<file path="config.mk">
export PLATFORM = sky130hd
export DESIGN_NAME = btn_reset_conditioner
export DESIGN_NICKNAME = d
export VERILOG_FILES = /design/src/rtl/reset_cond_pkg.sv /design/src/rtl/sync_2ff.sv /design/src/rtl/btn_reset_conditioner.sv
export SDC_FILE = /design/constraint.sdc
export NUM_CORES = 1
export LEC_CHECK = 0
export BUFFER_PORTS_ARGS = -buffer_cell sky130_fd_sc_hd__buf_2
export CORE_AREA = 2 2 39 41
export DETAILED_ROUTE_END_ITERATION = 7
export DIE_AREA = 0 0 41 43
export PLACE_DENSITY_LB_ADDON = 0.1
export SYNTH_ARGS = -nofsm -noshare
export SYNTH_HDL_FRONTEND = slang
export SYNTH_SLANG_ARGS = --single-unit
</file>
<file path="constraint.sdc">
create_clock -name clk -period 3.35 [get_ports clk]
set_input_delay 0.67 -clock clk [delete_from_list [all_inputs] [get_ports clk]]
set_output_delay 0.67 -clock clk [all_outputs]
set_load 0.01 [all_outputs]
</file>
<file path="src/rtl/reset_cond_pkg.sv">
// Shared types and constants for the push-button reset conditioner.
package reset_cond_pkg;

  typedef enum logic [1:0] {
    IDLE,
    PRESS_WAIT,
    ASSERT,
    RELEASE_WAIT
  } rc_state_t;

  // Width of the optional accepted-press counter.
  localparam int unsigned PressCountWidth = 16;

endpackage

</file>
<file path="src/rtl/sync_2ff.sv">
// Generic single-bit two-flop synchronizer with synchronous active-high reset to 0.
module sync_2ff (
  input  logic clk,
  input  logic reset,
  input  logic d,
  output logic q
);

  logic meta_q;

  // Two back-to-back flops; meta_q may go metastable, q is the settled copy.
  always_ff @(posedge clk) begin
    if (reset) begin
      meta_q <= 1'b0;
      q      <= 1'b0;
    end else begin
      meta_q <= d;
      q      <= meta_q;
    end
  end

endmodule

</file>
<file path="src/rtl/btn_reset_conditioner.sv">
// Debounces the raw reset push-button and produces a minimum-width reset for the core.
// Optional feature macro: RESET_COUNT_EN adds a 16-bit accepted-press counter output.
module btn_reset_conditioner
  import reset_cond_pkg::*;
#(
  parameter int unsigned DEBOUNCE_CYCLES = 1024,
  parameter int unsigned HOLD_CYCLES     = 16
) (
  input  logic                       clk,
  input  logic                       reset,
  input  logic                       btn_in,
  output logic                       cpu_reset,
  output logic                       press_pulse,
`ifdef RESET_COUNT_EN
  output logic [PressCountWidth-1:0] press_count,
`endif
  output logic                       busy
);

  localparam int unsigned CntMax   = (DEBOUNCE_CYCLES > HOLD_CYCLES) ? DEBOUNCE_CYCLES
                                                                     : HOLD_CYCLES;
  localparam int unsigned CntWidth = $clog2(CntMax) + 1;
  localparam logic [CntWidth-1:0] DebLast  = CntWidth'(DEBOUNCE_CYCLES - 1);
  localparam logic [CntWidth-1:0] HoldLast = CntWidth'(HOLD_CYCLES - 1);

  rc_state_t           state_q;
  logic [CntWidth-1:0] cnt_q;
  logic                btn_sync;

  sync_2ff u_btn_sync (
    .clk   (clk),
    .reset (reset),
    .d     (btn_in),
    .q     (btn_sync)
  );

  // Debounce / hold FSM with one shared counter; reset parks it in ASSERT so the core
  // always sees a full hold plus release debounce after power-up or global reset.
  always_ff @(posedge clk) begin
    if (reset) begin
      state_q     <= ASSERT;
      cnt_q       <= '0;
      press_pulse <= 1'b0;
`ifdef RESET_COUNT_EN
      press_count <= '0;
`endif
    end else begin
      press_pulse <= 1'b0;
      unique case (state_q)
        IDLE: begin
          cnt_q <= '0;
          if (btn_sync) begin
            state_q <= PRESS_WAIT;
          end
        end
        PRESS_WAIT: begin
          if (!btn_sync) begin
            state_q <= IDLE;
            cnt_q   <= '0;
          end else if (cnt_q == DebLast) begin
            state_q     <= ASSERT;
            cnt_q       <= '0;
            press_pulse <= 1'b1;
`ifdef RESET_COUNT_EN
            press_count <= press_count + 1'b1;
`endif
          end else begin
            cnt_q <= cnt_q + 1'b1;
          end
        end
        ASSERT: begin
          // Button level is ignored here: the hold time is unconditional.
          if (cnt_q == HoldLast) begin
            state_q <= RELEASE_WAIT;
            cnt_q   <= '0;
          end else begin
            cnt_q <= cnt_q + 1'b1;
          end
        end
        RELEASE_WAIT: begin
          if (btn_sync) begin
            cnt_q <= '0;
          end else if (cnt_q == DebLast) begin
            state_q <= IDLE;
            cnt_q   <= '0;
          end else begin
            cnt_q <= cnt_q + 1'b1;
          end
        end
        default: begin
          state_q <= ASSERT;
          cnt_q   <= '0;
        end
      endcase
    end
  end

  // Outputs decoded straight from the state register.
  always_comb begin
    cpu_reset = (state_q == ASSERT) || (state_q == RELEASE_WAIT);
    busy      = (state_q != IDLE);
  end

endmodule
</file>
==> results.txt, run 1 <==
clk_lat worst skew - 0.29 ns
Cell Chain, Critical Path - or4_1 -> nor3_2 -> o22ai_2 -> a21oi_4 -> nor2_1
MaxCap Viol Count - 0
cells after synthesis - 77
met3 wire length - 23 um
Routed WL - 1145 um
reg-to-reg startpoint - cnt_q[5]$_SDFF_PP0_
routed vias/inst - 5.188
total negative slack - 0 ns
Overall Global Routing Usage - 16.21%
Wirelength per Cell - 11.34 um
total of hold buffers inserted after clock tree synthesis - 0
slew at the pin closest to its max-slew limit - 0.5565 ns
drc violations - 0
largest area contributor in the netlist - dfxtp_1
count of port buffers added during placement - 5
total number of nets in the final design - 90
area of the multi-input gates - 381.6 um2
TritonCTS Buffers - 3
number of detailed-route iterations in the first pass - 4
clock-pin slew on the worst setup and hold paths - 0.09 ns
horizontal die dimension - 41 um
wire length of the first global-routing pass - 1952 um
post-synthesis average cell area - 9.262 um2
Power per Cell Area - 426.9 mW/mm2
highest signal layer in the routed design - met4
FF-to-FF End - cnt_q[4]$_SDFF_PP0_
CTS Root Cell - clkbuf_4
met1 wire length - 635 um
DR WL met2 - 469 um
fraction of final layout cells sized beyond drive strength 1 - 16.47%
Highest Clock Rate - 0.5717 GHz
required time of the critical path - 3.53 ns
setup slack at placement - 1.581 ns
synthesis-stage register bit count - 16
Peak supply drop - 313.4 uV
starting density of the core - 51.54%
number of resized instances in the post-cts repair step - 0
CTS HTree Levels - 1
TritonCTS clock tree - done
Diodes inserted - 0
worst setup path category - reg -> reg
R2R depth - 5
RD Place Congestion - 0.7733
# setup viols final - 0
leading cell types in the layout, fill and taps excluded - dfxtp_1 (16), nor2_1 (11), nand3_1 (6), buf_2 (5)
critical path arrival - 1.93 ns
post-synthesis sequential area ratio - 44.91%
pin count of the biggest net entering global routing - 10
Layout Area Growth over Synthesis - 10.88%
Synth area leaders - dfxtp_1 (45%), nor2_1 (5.8%), xnor2_1 (4.9%)
classification of the worst-slack hold path - reg -> reg
floorplan core area - 0.001384 mm2
top cell type's share of synthesized area - 44.91%
Final Worst Setup Slack - 1.601 ns
number of hold violations in the final report - 0
worst clock skew on the final layout - 0.001487 ns
vias after detailed routing - 524
highest fanout seen on the critical path - 9
run status - complete, no violations
period utilisation layout - 52.21%
Post-CTS Setup Repair Bufs - 0
setup repair after global routing missed its margin - no
sequential cell area - 320.3 um2
Distinct cells, synth - 29
R2R setup slack - 1.60 ns
post-layout min period - 1.749 ns
post-synthesis net count - 81
startpoint of the most critical hold path - u_btn_sync.meta_q$_SDFF_PP0_
largest stage delay on the critical path - 0.57 ns
y dimension of the die - 43 um
number of antenna violations at the first check in global routing - 0
Rel. slew slack - 62.82%
Worst Setup SP - cnt_q[5]$_SDFF_PP0_
total number of clock tree sinks - 16
remaining global-route overflow - 0
final antenna-violating net count - 0
crit path max-delay cell type - or4_1
CP endpoint - cnt_q[4]$_SDFF_PP0_
combined area of all synthesized cells - 713.2 um2
kind of start point of the critical path - flip-flop
vias in the first global route - 487
Die ar. - 0.001763 mm2
number of pins with negative max-slew slack in the final report - 0
I/O pin total - 6
clock tree buffer depth - 2
final core utilization - 57.14%
most common library cell in the layout ignoring fill and taps - dfxtp_1
leakage power summed over all cells - 0.3100 nW
count of warnings emitted by yosys - 0
nature of the critical path endpoint - flip-flop
num rows - 14
iteration-0 DRC count of the detailed router - 8
Fill cells - 124
## final cells by class
class	instances	area share, %
multi-input combinational	58	48.26
timing repair buffer	5	3.165
sequential	16	40.51
tap	16	2.532
inverter	2	0.9494
clock buffer	4	4.589
## worst max-delay path: cells and delay by family, from the launching register on
kind / cells / cell delay (ns)
AO/OA/AOI/OAI: 2 / 0.37
flip-flops: 1 / 0.37
AND/OR/NAND/NOR: 3 / 0.90
## cell families (layout without fill, tap and decap cells)
| group | count (synthesis) | after routing | synth area share (%) |
|---|---|---|---|
| adder cells (fa/ha/maj) | 1 | 1 | 1.754 |
| XOR/XNOR | 8 | 8 | 9.824 |
| AND/OR/NAND/NOR | 40 | 40 | 31.76 |
| AO/OA/AOI/OAI | 9 | 9 | 10.18 |
| buffers and inverters | 3 | 11 | 1.579 |
| flip-flops | 16 | 16 | 44.91 |
## registers in the layout (all words and copies together) (netlist names), named ones only
name and count:
state_q 1, u_btn_sync.q 1, cnt_q 11, u_btn_sync.meta_q 1
press_pulse 1
## synthesized netlist by cell type
master	count
a211o_1	1
a211oi_1	1
a21oi_1	1
a21oi_4	1
and2_1	1
and3_1	3
and4bb_2	1
clkbuf_1	1
dfxtp_1	16
ha_1	1
inv_1	2
nand2_1	3
nand2b_1	3
nand3_1	6
nor2_1	11
nor2b_1	4
nor3_2	1
nor3b_1	2
nor4_1	1
o211ai_1	1
o21ai_0	2
o21ai_1	1
o22ai_2	1
or3_1	1
or3b_1	1
or3b_2	1
or4_1	1
xnor2_1	4
xor2_1	4
## report_power, final
part	switching (mW)	internal [mW]	total [mW]
Sequential	0.00296	0.194	0.197
Combinational	0.00656	0.00635	0.0129
Clock	0.0610	0.0662	0.127
Total	0.0705	0.267	0.338
## metal layers
layer	vias to the layer above	GRT usage [%]
met1	236	22.85
met3	2	3.141
met4	0	10.00
met5	-	0
met2	5	21.88
li1	281	-
## metrics by stage
stage	total power, mW	cells	cell area [um2]	hold WS [ns]
after floorplan	0.2107	77	713.2	0.4138
after global placement	0.2145	97	754.5	0.4353
after detailed placement	0.2148	97	754.5	0.4294
after CTS	0.3414	101	790.8	0.4502
after global routing	0.3511	101	790.8	0.4665
final	0.3376	101	790.8	0.4473
## how the worst min path moves through the flow
stage	cells past startpoint	end	slack (ns)
final	1	u_btn_sync.q$_SDFF_PP0_	0.45
after detailed placement	1	u_btn_sync.q$_SDFF_PP0_	0.43
after global placement	1	cnt_q[0]$_SDFF_PP0_	0.44
after global routing	1	u_btn_sync.q$_SDFF_PP0_	0.47
after floorplan	1	u_btn_sync.q$_SDFF_PP0_	0.41
after CTS	1	cnt_q[0]$_SDFF_PP0_	0.45
Note: power is estimated with default switching activity, not from simulation.
==> run 2, diff against run 1 <==
--- a/config.mk
+++ b/config.mk
@@ -6,9 +6,9 @@
 export NUM_CORES = 1
 export LEC_CHECK = 0
 export BUFFER_PORTS_ARGS = -buffer_cell sky130_fd_sc_hd__buf_2
-export CORE_AREA = 2 2 39 41
+export CORE_MARGIN = 2
+export CORE_UTILIZATION = 49
 export DETAILED_ROUTE_END_ITERATION = 7
-export DIE_AREA = 0 0 41 43
 export PLACE_DENSITY_LB_ADDON = 0.1
 export SYNTH_ARGS = -nofsm -noshare
 export SYNTH_HDL_FRONTEND = slang
==> constraint.sdc (replaced) <==
create_clock -name clk -period 1.5 [get_ports clk]
set_input_delay 0.3 -clock clk [delete_from_list [all_inputs] [get_ports clk]]
set_output_delay 0.3 -clock clk [all_outputs]
set_load 0.01 [all_outputs]
==> run 2 against run 1 <==
Net effect: the flow now finishes with violations (setup timing); sequential power up 130%; sequential share of layout area down 8.3 points; clock power is 130% higher; critical endpoint is now cnt_q[1]$_SDFF_PP0_; highest routed layer unchanged.
==> results.txt, run 2 (synthesized netlist as in run 1, its figures left out) <==
# setup viols final - 12 (+12)
post-layout min period - 1.626 ns (-0.1226 ns)
CTS Root Cell - clkbuf_4
Overall Global Routing Usage - 22.67% (+6.5 points)
total number of clock tree sinks - 16 (unchanged)
number of antenna violations at the first check in global routing - 0 (unchanged)
R2R depth - 5 (unchanged)
area of the multi-input gates - 452.9 um2 (+19%)
final core utilization - 75.52% (+18 points)
clock-pin slew on the worst setup and hold paths - 0.09 ns (about the same)
total negative slack - -1.212 ns (-1.212 ns)
Power per Cell Area - 779.6 mW/mm2 (+83%)
FF-to-FF End - cnt_q[1]$_SDFF_PP0_
total number of nets in the final design - 110 (+22%)
Post-CTS Setup Repair Bufs - 0 (unchanged)
run status - finished, violations left
number of hold violations in the final report - 0 (unchanged)
count of port buffers added during placement - 5 (unchanged)
most flop-heavy register - cnt_q
critical path arrival - 1.81 ns (-0.12 ns)
required time of the critical path - 1.69 ns (-1.84 ns)
slew at the pin closest to its max-slew limit - 0.2861 ns (-0.2705 ns)
drc violations - 0 (unchanged)
period utilisation layout - 108.4% (+56 points)
Largest register FFs - 11 (unchanged)
violations in the final reports - setup timing
final antenna-violating net count - 0 (unchanged)
number of pins with negative max-slew slack in the final report - 0 (unchanged)
I/O pin total - 6 (unchanged)
most common library cell in the layout ignoring fill and taps - buf_4
clk_lat worst skew - 0.29 ns (about the same)
floorplan core area - 0.001334 mm2 (-3.6%)
remaining global-route overflow - 0 (unchanged)
highest fanout seen on the critical path - 5 (-4)
total of hold buffers inserted after clock tree synthesis - 0 (unchanged)
TritonCTS clock tree - done
RD Place Congestion - 0.7708 (-0.32%)
pin count of the biggest net entering global routing - 10 (unchanged)
fraction of final layout cells sized beyond drive strength 1 - 42.86% (+26 points)
classification of the worst-slack hold path - in -> reg
routed vias/inst - 5.275 (+1.7%)
nature of the critical path endpoint - flip-flop
setup repair after global routing missed its margin - yes
worst-case hold slack - 0.2104 ns (-0.2370 ns)
HPWL after detailed placement - 1042 um
y dimension of the die - 42.15 um (-2.0%)
iteration-0 DRC count of the detailed router - 16 (+8)
clock tree buffer depth - 2 (unchanged)
leakage power summed over all cells - 0.4042 nW (+30%)
sequential cell area - 324.1 um2 (+1.2%)
vias in the first global route - 622 (+28%)
reg-to-reg startpoint - cnt_q[8]$_SDFF_PP0_
Layout Area Growth over Synthesis - 41.23%
vias after detailed routing - 633 (+21%)
num rows - 13 (-1)
Total Power Consumption - 785.2 uW (+130%)
Diodes inserted - 0 (unchanged)
Wirelength per Cell - 13.83 um (+22%)
CTS HTree Levels - 1 (unchanged)
TritonCTS Buffers - 3 (unchanged)
CP endpoint - cnt_q[1]$_SDFF_PP0_
Die ar. - 0.001777 mm2 (+0.77%)
R2R setup slack - -0.13 ns (-1.73 ns)
horizontal die dimension - 42.15 um (+2.8%)
MaxCap Viol Count - 0 (unchanged)
starting density of the core - 53.47% (+1.9 points)
leading cell types in the layout, fill and taps excluded - buf_4 (19), dfxtp_1 (13), nor2_1 (10), nand3_1 (5), buf_2 (5)
Worst Setup SP - cnt_q[8]$_SDFF_PP0_
Fill cells - 98 (-21%)
worst setup path category - reg -> reg
kind of start point of the critical path - flip-flop
number of detailed-route iterations in the first pass - 3 (-1)
Rel. slew slack - 80.93% (+18 points)
Highest Clock Rate - 0.6148 GHz (+7.5%)
Peak supply drop - 712.8 uV (+130%)
wire length of the first global-routing pass - 2911 um (+49%)
Final Worst Setup Slack - -0.1265 ns (-1.727 ns)
Routed WL - 1660 um (+45%)
worst clock skew on the final layout - 0.0007185 ns (-0.0007684 ns)
run 2: cell types whose count changed in the layout (fill, tap and decap cells not counted), sizes merged:
cell   previous run  this run
buf               5        24
a21oi             2         3
run 2: what timing repair did:
action                                  CTS  global route
pin swaps                                 4             2
cloned                                    1             0
endpoints found under the setup margin   12            13
gates resized for setup                   9             8
run 2: worst min-delay path by stage:
stage                     depth (start not counted)  slack (ns)                    startpoint                           end
after floorplan                                   1        0.37                         reset  u_btn_sync.meta_q$_SDFF_PP0_
after detailed placement                          1        0.44  u_btn_sync.meta_q$_SDFF_PP0_       u_btn_sync.q$_SDFF_PP0_
after CTS                                         2        0.21                        btn_in  u_btn_sync.meta_q$_SDFF_PP0_
after global routing                              2        0.23                        btn_in  u_btn_sync.meta_q$_SDFF_PP0_
after global placement                            1        0.43  u_btn_sync.meta_q$_SDFF_PP0_       u_btn_sync.q$_SDFF_PP0_
final                                             2        0.21                        btn_in  u_btn_sync.meta_q$_SDFF_PP0_
run 2: area by class of cell:
class / instances / share of cell area (%)
clock buffers: 4 / 3.602
repair buffers: 24 / 16.65
inverters: 2 / 0.7453
flip-flops and latches: 16 / 32.17
well taps: 15 / 1.863
multi-input cells: 59 / 44.97
run 2: metal layers:
metal  routed length (um)  vias to the layer above  GRT usage, %
li1                     -                      324             -
met1                  825                      286         30.48
met2                  724                       14         33.13
met3                   42                        9         3.879
met4                   68                        0         15.00
met5                    0                        -             0
run 2: worst max-delay path, stage by stage (launching register included):
cell	delay, ns
dfxtp_2	0.33
or4_4	0.53
nor3_4	0.24
o22ai_4	0.14
a21oi_4	0.20
nor2b_1	0.07
run 2: power breakdown:
group / switching (mW) / leakage [nW] / internal (mW)
sequential: 0.00821 / 0.131 / 0.436
clock: 0.142 / 0.0210 / 0.148
combinational: 0.0235 / 0.252 / 0.0280
run 2: per-stage QoR:
step	cell area, um2	worst slack [ns]	instances
3_5_place_dp	895.9	-0.1566	115
6_report	1007	-0.1265	120
5_1_grt	1007	-0.2257	120
3_3_place_gp	895.9	-0.1124	115
2_1_floorplan	713.2	-0.05422	77
4_1_cts	979.7	-0.1123	120
==> run 3, diff against run 2 <==
--- a/config.mk
+++ b/config.mk
@@ -7,7 +7,7 @@
 export LEC_CHECK = 0
 export BUFFER_PORTS_ARGS = -buffer_cell sky130_fd_sc_hd__buf_2
 export CORE_MARGIN = 2
-export CORE_UTILIZATION = 49
+export CORE_UTILIZATION = 54
 export DETAILED_ROUTE_END_ITERATION = 7
 export PLACE_DENSITY_LB_ADDON = 0.1
 export SYNTH_ARGS = -nofsm -noshare
==> constraint.sdc (replaced) <==
create_clock -name clk -period 1.6 [get_ports clk]
set_input_delay 0.32 -clock clk [delete_from_list [all_inputs] [get_ports clk]]
set_output_delay 0.32 -clock clk [all_outputs]
set_load 0.01 [all_outputs]
==> run 3 against run 2 <==
Net effect: the run now ends clean; worst setup slack gained 0.14 ns; sequential share of layout area grew 2.7 points; non-clock buffer count shrank 9; total power shrank 8.0%; register-to-register slack gained 0.14 ns; die area shrank 8.4%; worst hold slack gained 0.027 ns; wire length shrank 3.5%; sequential power shrank 7.2%; highest routed layer unchanged.
==> results.txt, run 3 (synthesized netlist as in run 1, its figures left out) <==
run status - complete, no violations
Rel. slew slack - 81.98% (+1.0 points)
Buffers & Inverters on Critical Path - 0 (unchanged)
R2R setup slack - 0.02 ns (+0.14 ns)
critical path arrival - 1.76 ns (-0.05 ns)
Highest Clock Rate - 0.6320 GHz (+2.8%)
Layout Area Growth over Synthesis - 29.65%
routed vias/inst - 5.450 (+3.3%)
number of detailed-route iterations in the first pass - 4 (+1)
y dimension of the die - 40.34 um (-4.3%)
kind of start point of the critical path - flip-flop
clock-pin slew on the worst setup and hold paths - 0.09 ns (about the same)
R2R depth - 5 (unchanged)
Post-CTS Setup Repair Bufs - 0 (unchanged)
Final Cell Area - 924.6 um2 (-8.2%)
total number of nets in the final design - 101 (-8.2%)
I/O pin total - 6 (unchanged)
Endpoint, Worst Hold - u_btn_sync.meta_q$_SDFF_PP0_
setup repair after global routing missed its margin - yes
most common library cell in the layout ignoring fill and taps - dfxtp_1
HPWL after detailed placement - 1050 um (+0.78%)
post-layout min period - 1.582 ns (-0.04416 ns)
fraction of final layout cells sized beyond drive strength 1 - 33.33% (-9.5 points)
most flop-heavy register - cnt_q
highest fanout seen on the critical path - 5 (unchanged)
required time of the critical path - 1.78 ns (+0.09 ns)
slew at the pin closest to its max-slew limit - 0.2694 ns (-0.01672 ns)
Total Power Consumption - 722.3 uW (-8.0%)
starting density of the core - 56.21% (+2.7 points)
Peak supply drop - 592.2 uV (-17%)
crit path max-delay cell type - or4_4
TritonCTS clock tree - done
number of hold violations in the final report - 0 (unchanged)
leading cell types in the layout, fill and taps excluded - dfxtp_1 (14), nor2_1 (11), buf_4 (10), nand3_1 (5), buf_2 (5)
Wirelength per Cell - 14.43 um (+4.3%)
Placed Area - 828.3 um2 (-7.5%)
clk_lat worst skew - 0.28 ns (about the same)
period utilisation layout - 98.89% (-9.5 points)
reg-to-reg startpoint - cnt_q[5]$_SDFF_PP0_
worst setup path category - reg -> reg
sequential cell area - 322.8 um2 (-0.39%)
Cell Chain, Critical Path - or4_4 -> nor3_4 -> o22ai_4 -> a21oi_4 -> nor2_1
pin count of the biggest net entering global routing - 10 (unchanged)
classification of the worst-slack hold path - in -> reg
nature of the critical path endpoint - flip-flop
final antenna-violating net count - 0 (unchanged)
worst clock skew on the final layout - 0.002140 ns (+0.001421 ns)
total negative slack - 0 ns (+1.212 ns)
FF-to-FF End - cnt_q[3]$_SDFF_PP0_
setup slack at placement - -0.08882 ns (+0.06776 ns)
worst-case hold slack - 0.2374 ns (+0.02707 ns)
final core utilization - 72.88% (-2.6 points)
Die ar. - 0.001627 mm2 (-8.4%)
number of antenna violations at the first check in global routing - 0 (unchanged)
vias in the first global route - 566 (-9.0%)
total of hold buffers inserted after clock tree synthesis - 0 (unchanged)
Diodes inserted - 0 (unchanged)
# setup viols final - 0 (-12)
startpoint of the most critical hold path - btn_in
count of port buffers added during placement - 5 (unchanged)
Fill cells - 97 (-1.0%)
leakage power summed over all cells - 0.3590 nW (-11%)
wire length of the first global-routing pass - 2532 um (-13%)
Largest register FFs - 11 (unchanged)
Final Worst Setup Slack - 0.01768 ns (+0.1442 ns)
MaxCap Viol Count - 0 (unchanged)
number of pins with negative max-slew slack in the final report - 0 (unchanged)
iteration-0 DRC count of the detailed router - 22 (+6)
floorplan core area - 0.001269 mm2 (-4.9%)
drc violations - 0 (unchanged)
CTS HTree Levels - 1 (unchanged)
horizontal die dimension - 40.34 um (-4.3%)
remaining global-route overflow - 0 (unchanged)
cell class contributing the biggest share of worst-path delay - simple AND/OR/NAND/NOR gates
post-layout instance count excluding filler cells - 111 (-7.5%)
Routed WL - 1602 um (-3.5%)
cell depth of the worst hold path - 2 (unchanged)
Power per Cell Area - 781.2 mW/mm2 (+0.20%)
num rows - 13 (unchanged)
Overall Global Routing Usage - 24.89% (+2.2 points)
vias after detailed routing - 605 (-4.4%)
TritonCTS Buffers - 3 (unchanged)
clock tree buffer depth - 2 (unchanged)
RD Place Congestion - 0.7526 (-2.4%)
CTS Root Cell - clkbuf_4
total number of clock tree sinks - 16 (unchanged)
area of the multi-input gates - 439.2 um2 (-3.0%)
largest stage delay on the critical path - 0.54 ns (about the same)
dpl cells - 106 (-7.8%)
[run 3: cell count changes in the layout (fill, tap and decap cells not counted), sizes merged]
cell | before | now
buf | 24 | 15
[run 3: layout make-up]
type | count | share of cell area, %
multi-input combinational | 59 | 47.50
sequential | 16 | 34.91
inverter | 2 | 0.8119
tap | 15 | 2.030
timing repair buffer | 15 | 10.83
clock buffer | 4 | 3.924
[run 3: per-layer routing]
metal  track usage (%)  wire, um  vias up
met2             37.30       752       13
met4             13.33        39        0
li1                  -         -      307
met1             32.77       748      279
met3             5.556        61        6
met5                 0         0        -
[run 3: repair_timing]
action,CTS,global route
setup endpoints to repair,11,11
resized for setup,4,7
pin swaps,1,9
gates cloned,1,0
[run 3: power breakdown]
part           switching, mW  total [mW]  internal [mW]  leakage, nW
combinational         0.0213      0.0436         0.0223        0.208
sequential           0.00533       0.412          0.407        0.130
clock                  0.128       0.266          0.139       0.0210
[run 3: how the worst max path moves through the flow]
stage | from | endpoint | slack [ns] | depth (start not counted)
after floorplan | cnt_q[5]$_SDFF_PP0_ | cnt_q[2]$_SDFF_PP0_ | 0.02 | 5
after detailed placement | cnt_q[5]$_SDFF_PP0_ | cnt_q[3]$_SDFF_PP0_ | -0.09 | 5
after CTS | cnt_q[5]$_SDFF_PP0_ | cnt_q[5]$_SDFF_PP0_ | -0.003 | 5
after global placement | cnt_q[5]$_SDFF_PP0_ | cnt_q[4]$_SDFF_PP0_ | -0.02 | 5
final | cnt_q[5]$_SDFF_PP0_ | cnt_q[3]$_SDFF_PP0_ | 0.02 | 5
after global routing | cnt_q[1]$_SDFF_PP0_ | cnt_q[2]$_SDFF_PP0_ | -0.04 | 6
